<file path="config.mk">
export PLATFORM = sky130hd
export DESIGN_NAME = multicycle_ctrl
export DESIGN_NICKNAME = d
export VERILOG_FILES = /design/src/rtl/multicycle_ctrl.sv
export SDC_FILE = /design/constraint.sdc
export NUM_CORES = 1
export LEC_CHECK = 0
export CAP_MARGIN = 15
export CELL_PAD_IN_SITES_DETAIL_PLACEMENT = 1
export CELL_PAD_IN_SITES_GLOBAL_PLACEMENT = 2
export CORE_MARGIN = 5
export CORE_UTILIZATION = 17
export CTS_CLUSTER_SIZE = 10
export DETAILED_ROUTE_END_ITERATION = 10
export GPL_TIMING_DRIVEN = 0
export PLACE_DENSITY_LB_ADDON = 0.1
export SYNTH_ARGS = -nofsm -noshare
export SYNTH_HDL_FRONTEND = slang
export SYNTH_SLANG_ARGS = --single-unit
</file>
<file path="constraint.sdc">
create_clock -name clk -period 1.2 [get_ports clk]
set_input_delay 0.24 -clock clk [delete_from_list [all_inputs] [get_ports clk]]
set_output_delay 0.24 -clock clk [all_outputs]
set_load 0.02 [all_outputs]
</file>
<file path="src/rtl/multicycle_ctrl.sv">
// Main control FSM of the multicycle CPU: sequences fetch/decode/execute and
// drives datapath enables and mux selects, with a memory wait-state handshake.
module multicycle_ctrl #(
  parameter int IDLE_CYCLES = 1
) (
  input  logic       clk,
  input  logic       rst_n,
  input  logic [5:0] Op,
  input  logic       MemReady,
  output logic       PCWrite,
  output logic       PCWriteCond,
  output logic       BranchSel,
  output logic       IorD,
  output logic       MemRead,
  output logic       MemWrite,
  output logic       IRWrite,
  output logic       MemtoReg,
  output logic       RegDst,
  output logic       RegWrite,
  output logic       ALUSrcA,
  output logic [1:0] ALUSrcB,
  output logic [1:0] ALUOp,
  output logic [1:0] PCSource,
  output logic       Illegal,
  output logic [3:0] State
);

  typedef enum logic [3:0] {
    S_IDLE   = 4'd0,
    S_FETCH  = 4'd1,
    S_DECODE = 4'd2,
    S_MEMADR = 4'd3,
    S_MEMRD  = 4'd4,
    S_MEMWB  = 4'd5,
    S_MEMWR  = 4'd6,
    S_EXEC   = 4'd7,
    S_ALUWB  = 4'd8,
    S_BRANCH = 4'd9,
    S_JUMP   = 4'd10,
    S_ADDIEX = 4'd11,
    S_ADDIWB = 4'd12
  } state_e;

  localparam logic [5:0] OP_RTYPE = 6'h00;
  localparam logic [5:0] OP_J     = 6'h02;
  localparam logic [5:0] OP_BEQ   = 6'h04;
  localparam logic [5:0] OP_BNE   = 6'h05;
  localparam logic [5:0] OP_ADDI  = 6'h08;
  localparam logic [5:0] OP_LW    = 6'h23;
  localparam logic [5:0] OP_SW    = 6'h2B;

  localparam int CNT_W = (IDLE_CYCLES > 1) ? $clog2(IDLE_CYCLES) : 1;
  localparam logic [CNT_W-1:0] IDLE_LAST = CNT_W'(IDLE_CYCLES - 1);

  state_e           state_q, state_d;
  logic [CNT_W-1:0] idle_cnt_q, idle_cnt_d;

  // NOTE: every comb output gets a default first so no path leaves it unassigned (no latch).
  always_comb begin
    state_d    = state_q;
    idle_cnt_d = idle_cnt_q;
    case (state_q)
      S_IDLE: begin
        if (idle_cnt_q == IDLE_LAST) state_d = S_FETCH;
        else                         idle_cnt_d = idle_cnt_q + 1'b1;
      end
      S_FETCH:  if (MemReady) state_d = S_DECODE;
      S_DECODE: begin
        case (Op)
          OP_LW, OP_SW:    state_d = S_MEMADR;
          OP_RTYPE:        state_d = S_EXEC;
          OP_BEQ, OP_BNE:  state_d = S_BRANCH;
          OP_J:            state_d = S_JUMP;
          OP_ADDI:         state_d = S_ADDIEX;
          default:         state_d = S_FETCH;
        endcase
      end
      S_MEMADR: state_d = (Op == OP_LW) ? S_MEMRD : (Op == OP_SW) ? S_MEMWR : S_FETCH;
      S_MEMRD:  if (MemReady) state_d = S_MEMWB;
      S_MEMWR:  if (MemReady) state_d = S_FETCH;
      S_EXEC:   state_d = S_ALUWB;
      S_ADDIEX: state_d = S_ADDIWB;
      default:  state_d = S_FETCH;
    endcase
  end

  // NOTE: sequential state uses non-blocking assignments so all flops update together.
  always_ff @(posedge clk or negedge rst_n) begin
    if (!rst_n) begin
      state_q    <= S_IDLE;
      idle_cnt_q <= '0;
    end else begin
      state_q    <= state_d;
      idle_cnt_q <= idle_cnt_d;
    end
  end

  // Controls decode straight from the current state so reset clears them without a clock.
  always_comb begin
    PCWrite     = 1'b0;
    PCWriteCond = 1'b0;
    BranchSel   = 1'b0;
    IorD        = 1'b0;
    MemRead     = 1'b0;
    MemWrite    = 1'b0;
    IRWrite     = 1'b0;
    MemtoReg    = 1'b0;
    RegDst      = 1'b0;
    RegWrite    = 1'b0;
    ALUSrcA     = 1'b0;
    ALUSrcB     = 2'd0;
    ALUOp       = 2'd0;
    PCSource    = 2'd0;
    Illegal     = 1'b0;
    case (state_q)
      S_FETCH: begin
        MemRead = 1'b1;
        ALUSrcB = 2'd1;
        IRWrite = MemReady;
        PCWrite = MemReady;
      end
      S_DECODE: begin
        ALUSrcB = 2'd3;
        Illegal = !(Op inside {OP_LW, OP_SW, OP_RTYPE, OP_BEQ, OP_BNE, OP_J, OP_ADDI});
      end
      S_MEMADR, S_ADDIEX: begin
        ALUSrcA = 1'b1;
        ALUSrcB = 2'd2;
      end
      S_MEMRD: begin
        MemRead = 1'b1;
        IorD    = 1'b1;
      end
      S_MEMWB: begin
        RegWrite = 1'b1;
        MemtoReg = 1'b1;
      end
      S_MEMWR: begin
        MemWrite = 1'b1;
        IorD     = 1'b1;
      end
      S_EXEC: begin
        ALUSrcA = 1'b1;
        ALUOp   = 2'd2;
      end
      S_ALUWB: begin
        RegWrite = 1'b1;
        RegDst   = 1'b1;
      end
      S_BRANCH: begin
        ALUSrcA     = 1'b1;
        ALUOp       = 2'd1;
        PCSource    = 2'd1;
        PCWriteCond = 1'b1;
        BranchSel   = Op[0];
      end
      S_JUMP: begin
        PCWrite  = 1'b1;
        PCSource = 2'd2;
      end
      S_ADDIWB: RegWrite = 1'b1;
      default: ;
    endcase
  end

  assign State = state_q;

endmodule

</file>
## Word-level counts from Yosys, hierarchy flattened

Cells that the tools add are included.

- Bits in registers: 5
- Bits of input ports: 9
- Output and inout port bits: 22
- Logic and storage cells: 61

- Add/subtract/negate cells: 1
- Eq/ne operators: 22
- Muxes and demuxes: 24
- Reduce and logical (&&, ||, !) cells: 12

Operator list:

| operator | number |
|---|---|
| one-hot mux 4 bit (8 select lines) | 1 |
| equality test 4 bit, second input constant | 5 |
| one-hot mux 4 bit (5 select lines) | 1 |
| equality test 4 x 3 -> 1 bit, second input constant | 4 |
| 2-to-1 mux 4 bit | 4 |
| equality test 6 x 3 -> 1 bit, second input constant | 2 |
| equality test 6 bit, second input constant | 2 |
| 2-to-1 mux 1 bit | 12 |
| OR reduction 2 bit | 5 |
| equality test 4 x 2 -> 1 bit, second input constant | 2 |
| inequality test 2 bit, second input constant | 4 |
| one-hot mux 2 bit (2 select lines) | 2 |
| nonzero test 7 bit | 1 |
| equality test 6 x 2 -> 1 bit, second input constant | 1 |
| equality test 6 x 4 -> 1 bit, second input constant | 1 |
| logical NOT 6 bit | 1 |
| 2-to-1 mux 3 bit | 2 |
| one-hot mux 2 bit (3 select lines) | 1 |
| equality test 4 x 1 -> 1 bit, second input constant | 1 |
| logical NOT 4 bit | 1 |
| AND reduction 4 bit | 1 |
| OR reduction 4 bit | 1 |
| OR reduction 3 bit | 1 |
| one-hot mux 1 bit (2 select lines) | 1 |
| 2 further kinds | 2 |

## Longest topological paths before layout

- Word-level depth: 4
- Mapped depth: 4
- Gate-level depth less buffers: 3

## Worst setup path after synthesis

No wires, ideal clock.

- Path type: flip-flop to output port
- Start point: reg state_q[1] (netlist: State[1])
- End point: out PCWrite
- Arrival time: 1.877 ns
- Data required time: 0.960 ns
- Slack: -0.917 ns
- Stages on the path, launching flop included: 4
- Buffers on the path: 0
- Path through: dfrtp_1 nand2b_1 nor4b_1 or2_2

- Word-level cells in the longest chain between the ends: 2
- Elaborated cells on any way between the ends: 3
- Those cells by class: eq/ne (2); mux (1)

Ends and longest elaborated chain:

| what | RTL line | source |
|---|---|---|
| start: declaration | 55 | `state_e state_q, state_d;` |
| start signal: assignment | 93 | `state_q <= state_d;` |
| equality test 4 bit or equality test 4 x 1 -> 1 bit (tied branches) | 115 | `case (state_q)` |
| one-hot mux 1 bit (2 select lines) * | 115 |  |
| end: declaration | 10 | `output logic PCWrite,` |

Mark *: on every way between the ends. The rest lies on a longest branch, timed or not.

## Final worst setup path

- Start point: reg state_q[2] (netlist: State[2])
- End point: out PCWrite

Same word-level chain as after synthesis.

==> summary.md <==
| Metric | Value |
|---|---|
| Most common cell after layout, fill and taps aside | buf_6 |
| Syn Area/Cell | approximately 7.2 sq um |
| Crit end category | primary output |
| # clock sinks | 4 |
| Failing checks | negative setup slack |
| Design area | approximately 1600 sq um |
| DR DRC count | 0 |
| Core area | approximately 3300 sq um |
| CTS root buf | clkbuf_4 |
| Post-synth EDFFs | 0 |
| Top cells by area, synth | dfrtp_1 (17%), nor2_1 (7.7%), nand2b_1 (5.3%), a21oi_1 (5.1%), a221oi_1 (4.5%) |
| Most frequent cells in the layout | buf_6 (32), buf_4 (16), nor2_4 (9) |
| Via density | roughly 4.5 |
| Synth Flop Type | dfrtp_1 |
| Avg WL per Cell | between 10 and 15 um |
| Syn-to-layout area delta | 169% |
| Post-synth top area share | 0.171 |
| Synth warn | 0 |
| Total wire length | between 2000 and 3000 um |
| Worst Path Max Fanout | 5 |
| Initial core utilization | 0.176 |
| Number of port buffers | 29 |
| CTS tree | done |
| H-tree depth | 1 |
| CP Data Arrival Time | ~1.4 ns |
| CTS Hold Bufs | 0 |
| Die Wd | slightly below 70 um |
| GPL Wtd Cong | roughly 0.75 |
| Antenna violations before repair | 0 |
| Mapped Area | roughly 590 sq um |
| Final #Nets | about 150 |
| Crit start category | register |
| FMAX | 0.622 GHz |
| Final Cycle Share | 1.34 |
| Multi-input logic area | roughly 700 sq um |
| Ports | 31 |
| FFs w/ async S/R, synth | 1.00 |
| Hold crit path type | input port to asynchronous set/reset pin |
| Total track usage | 0.129 |
| Worst rel slew slack | 0.766 |
| Max Cap Viol | 0 |
| Final min period | 1.61 ns |
| Row count | 21 |
| Kind of critical path | register to primary output |
| DRT Pass-1 Iters | 4 |
| VDD IR max | between 0.4 and 0.5 mV |
| Place WS | -1.10 ns |
| Largest register FFs | 4 |
| Worst-Skew Late Latency | 0.23 ns |
| Total CTS buffers | 3 |
| Maximum root-to-sink buffer count | 2 |
| Layout fillers | 387 |
| Die height | 68.8 um |
| Syn nets | 91 |
| Clock transition at the registers of the reported paths | 0.03 ns |
| Worst-Margin Slew | 0.351 ns |
| Seq cells post-synth | 4 |
| Post-DRT Antenna Nets | 0 |
| First-pass GRT wire length | between 4000 and 5000 um |
| Count of cell types in the netlist | 37 |
| Cells after Synth | between 80 and 90 |
| Post-DP HPWL | between 1500 and 2000 um |
| GR Overflow Total | 0 |
| Initial DRC count | 9 |
| Leak | 0.000657 uW |
| Sequential area share after synthesis | 0.171 |
| FF+latch area | about 110 sq um |
| Routed vias | 839 |
| Fin. Hold Viols | 0 |
| Final WS setup | -0.407 ns |
| Largest net degree at the start of global routing | 11 |
| Unrepaired setup endpoints after global routing | yes |
| Fin. max-slew vios | 0 |
| Outcome | complete, but fails checks |
| ANT cells | 0 |
| Vias in the first global route | 939 |
| Power Density | around 1400 nW/um^2 |
| Die area | 4730 sq um |
| Placed cell area | about 1100 sq um |
| # setup viols final | 23 |
| Worst path required time | between 0.9 and 1 ns |
| Yosys top cell by area | dfrtp_1 |
| Share of cells above drive strength 1 | 0.787 |
| Skew final | roughly 0.0014 ns |
[cell families after synthesis]
logic type,Yosys count,synth area share
AND/OR/NAND/NOR,44,0.433
AO/OA/AOI/OAI,20,0.252
XOR/XNOR,2,0.0299
multiplexers,1,0.0171
buffers and inverters,11,0.0981
flip-flops,4,0.171
[stage by stage]
step / instances / utilization / hold slack (ns) / total power (uW) / TNS (ns)
floorplan: 82 / - / -0.0556 / 1050 / -2.61
global placement: 157 / 0.322 / 0.447 / 1480 / -14.52
detailed placement: 157 / 0.322 / 0.448 / 1480 / -14.61
finish: 187 / 0.473 / 0.211 / 2260 / -6.50
global route: 187 / 0.473 / 0.233 / 2390 / -7.58
CTS: 180 / 0.440 / 0.206 / 2160 / -6.75
[synth_stat cells, drive strengths merged (2+ instances only)]
cell type and number:
nor2 12, a21oi 6, nand2b 6, nand2 5, buf 4, dfrtp 4, inv 4, nor3 4
a221oi 3, clkbuf 3, nor2b 3, and2 2, nand3 2, nor3b 2, o32ai 2, or2 2
[layer usage]
layer	routed length, um	vias to the layer above	part of all wire	global-route usage
li1	-	423	-	-
met1	1120	403	0.40	0.152
met2	1610	13	0.57	0.262
met3	66	0	0.024	0.00162
met4	0	0	0	0.0146
met5	0	-	0	0
[timing repair]
action,4_1_cts,5_1_grt
endpoints found under the setup margin,26,25
resized for setup,168,20
setup buffers,20,7
gates cloned,0,0
pin swaps,11,13
[cell type report]
cell class / instances / share of cell area
flip-flops and latches: 4 / 0.0666
plain buffers: 7 / 0.0658
well taps: 46 / 0.0365
inverters: 4 / 0.00951
repair buffers: 56 / 0.362
multi-input cells: 67 / 0.445
clock buffers: 3 / 0.0143
[report_power, final]
group	leakage, uW	total, uW	internal [uW]	switching [uW]
Combinational	0.000597	1900	984	914
Clock	0.0000138	157	111	45.5
Sequential	0.0000462	209	173	35.7
[critical path: stages, from the launching register on]
cell and delay (ns):
dfrtp_2 0.43, clkbuf_16 0.17, nor4b_4 0.27, or2_4 0.16
buf_6 0.10
[worst paths after layout]
path / startpoint / to / slack (ns) / cells after the start
max: State[2]$_DFFE_PN0P_ / PCWrite / -0.41 / 4
min: rst_n / State[2]$_DFFE_PN0P_ / 0.21 / 1
max reg2reg: State[0]$_DFFE_PN0P_ / State[1]$_DFFE_PN0P_ / -0.33 / 6
min reg2reg: State[1]$_DFFE_PN0P_ / State[3]$_DFFE_PN0P_ / 0.79 / 3
max in group asynchronous: rst_n / State[1]$_DFFE_PN0P_ / 0.81 / 1
min in group clk: Op[1] / State[3]$_DFFE_PN0P_ / 0.48 / 4
Note: power is estimated with default switching activity, not from simulation.
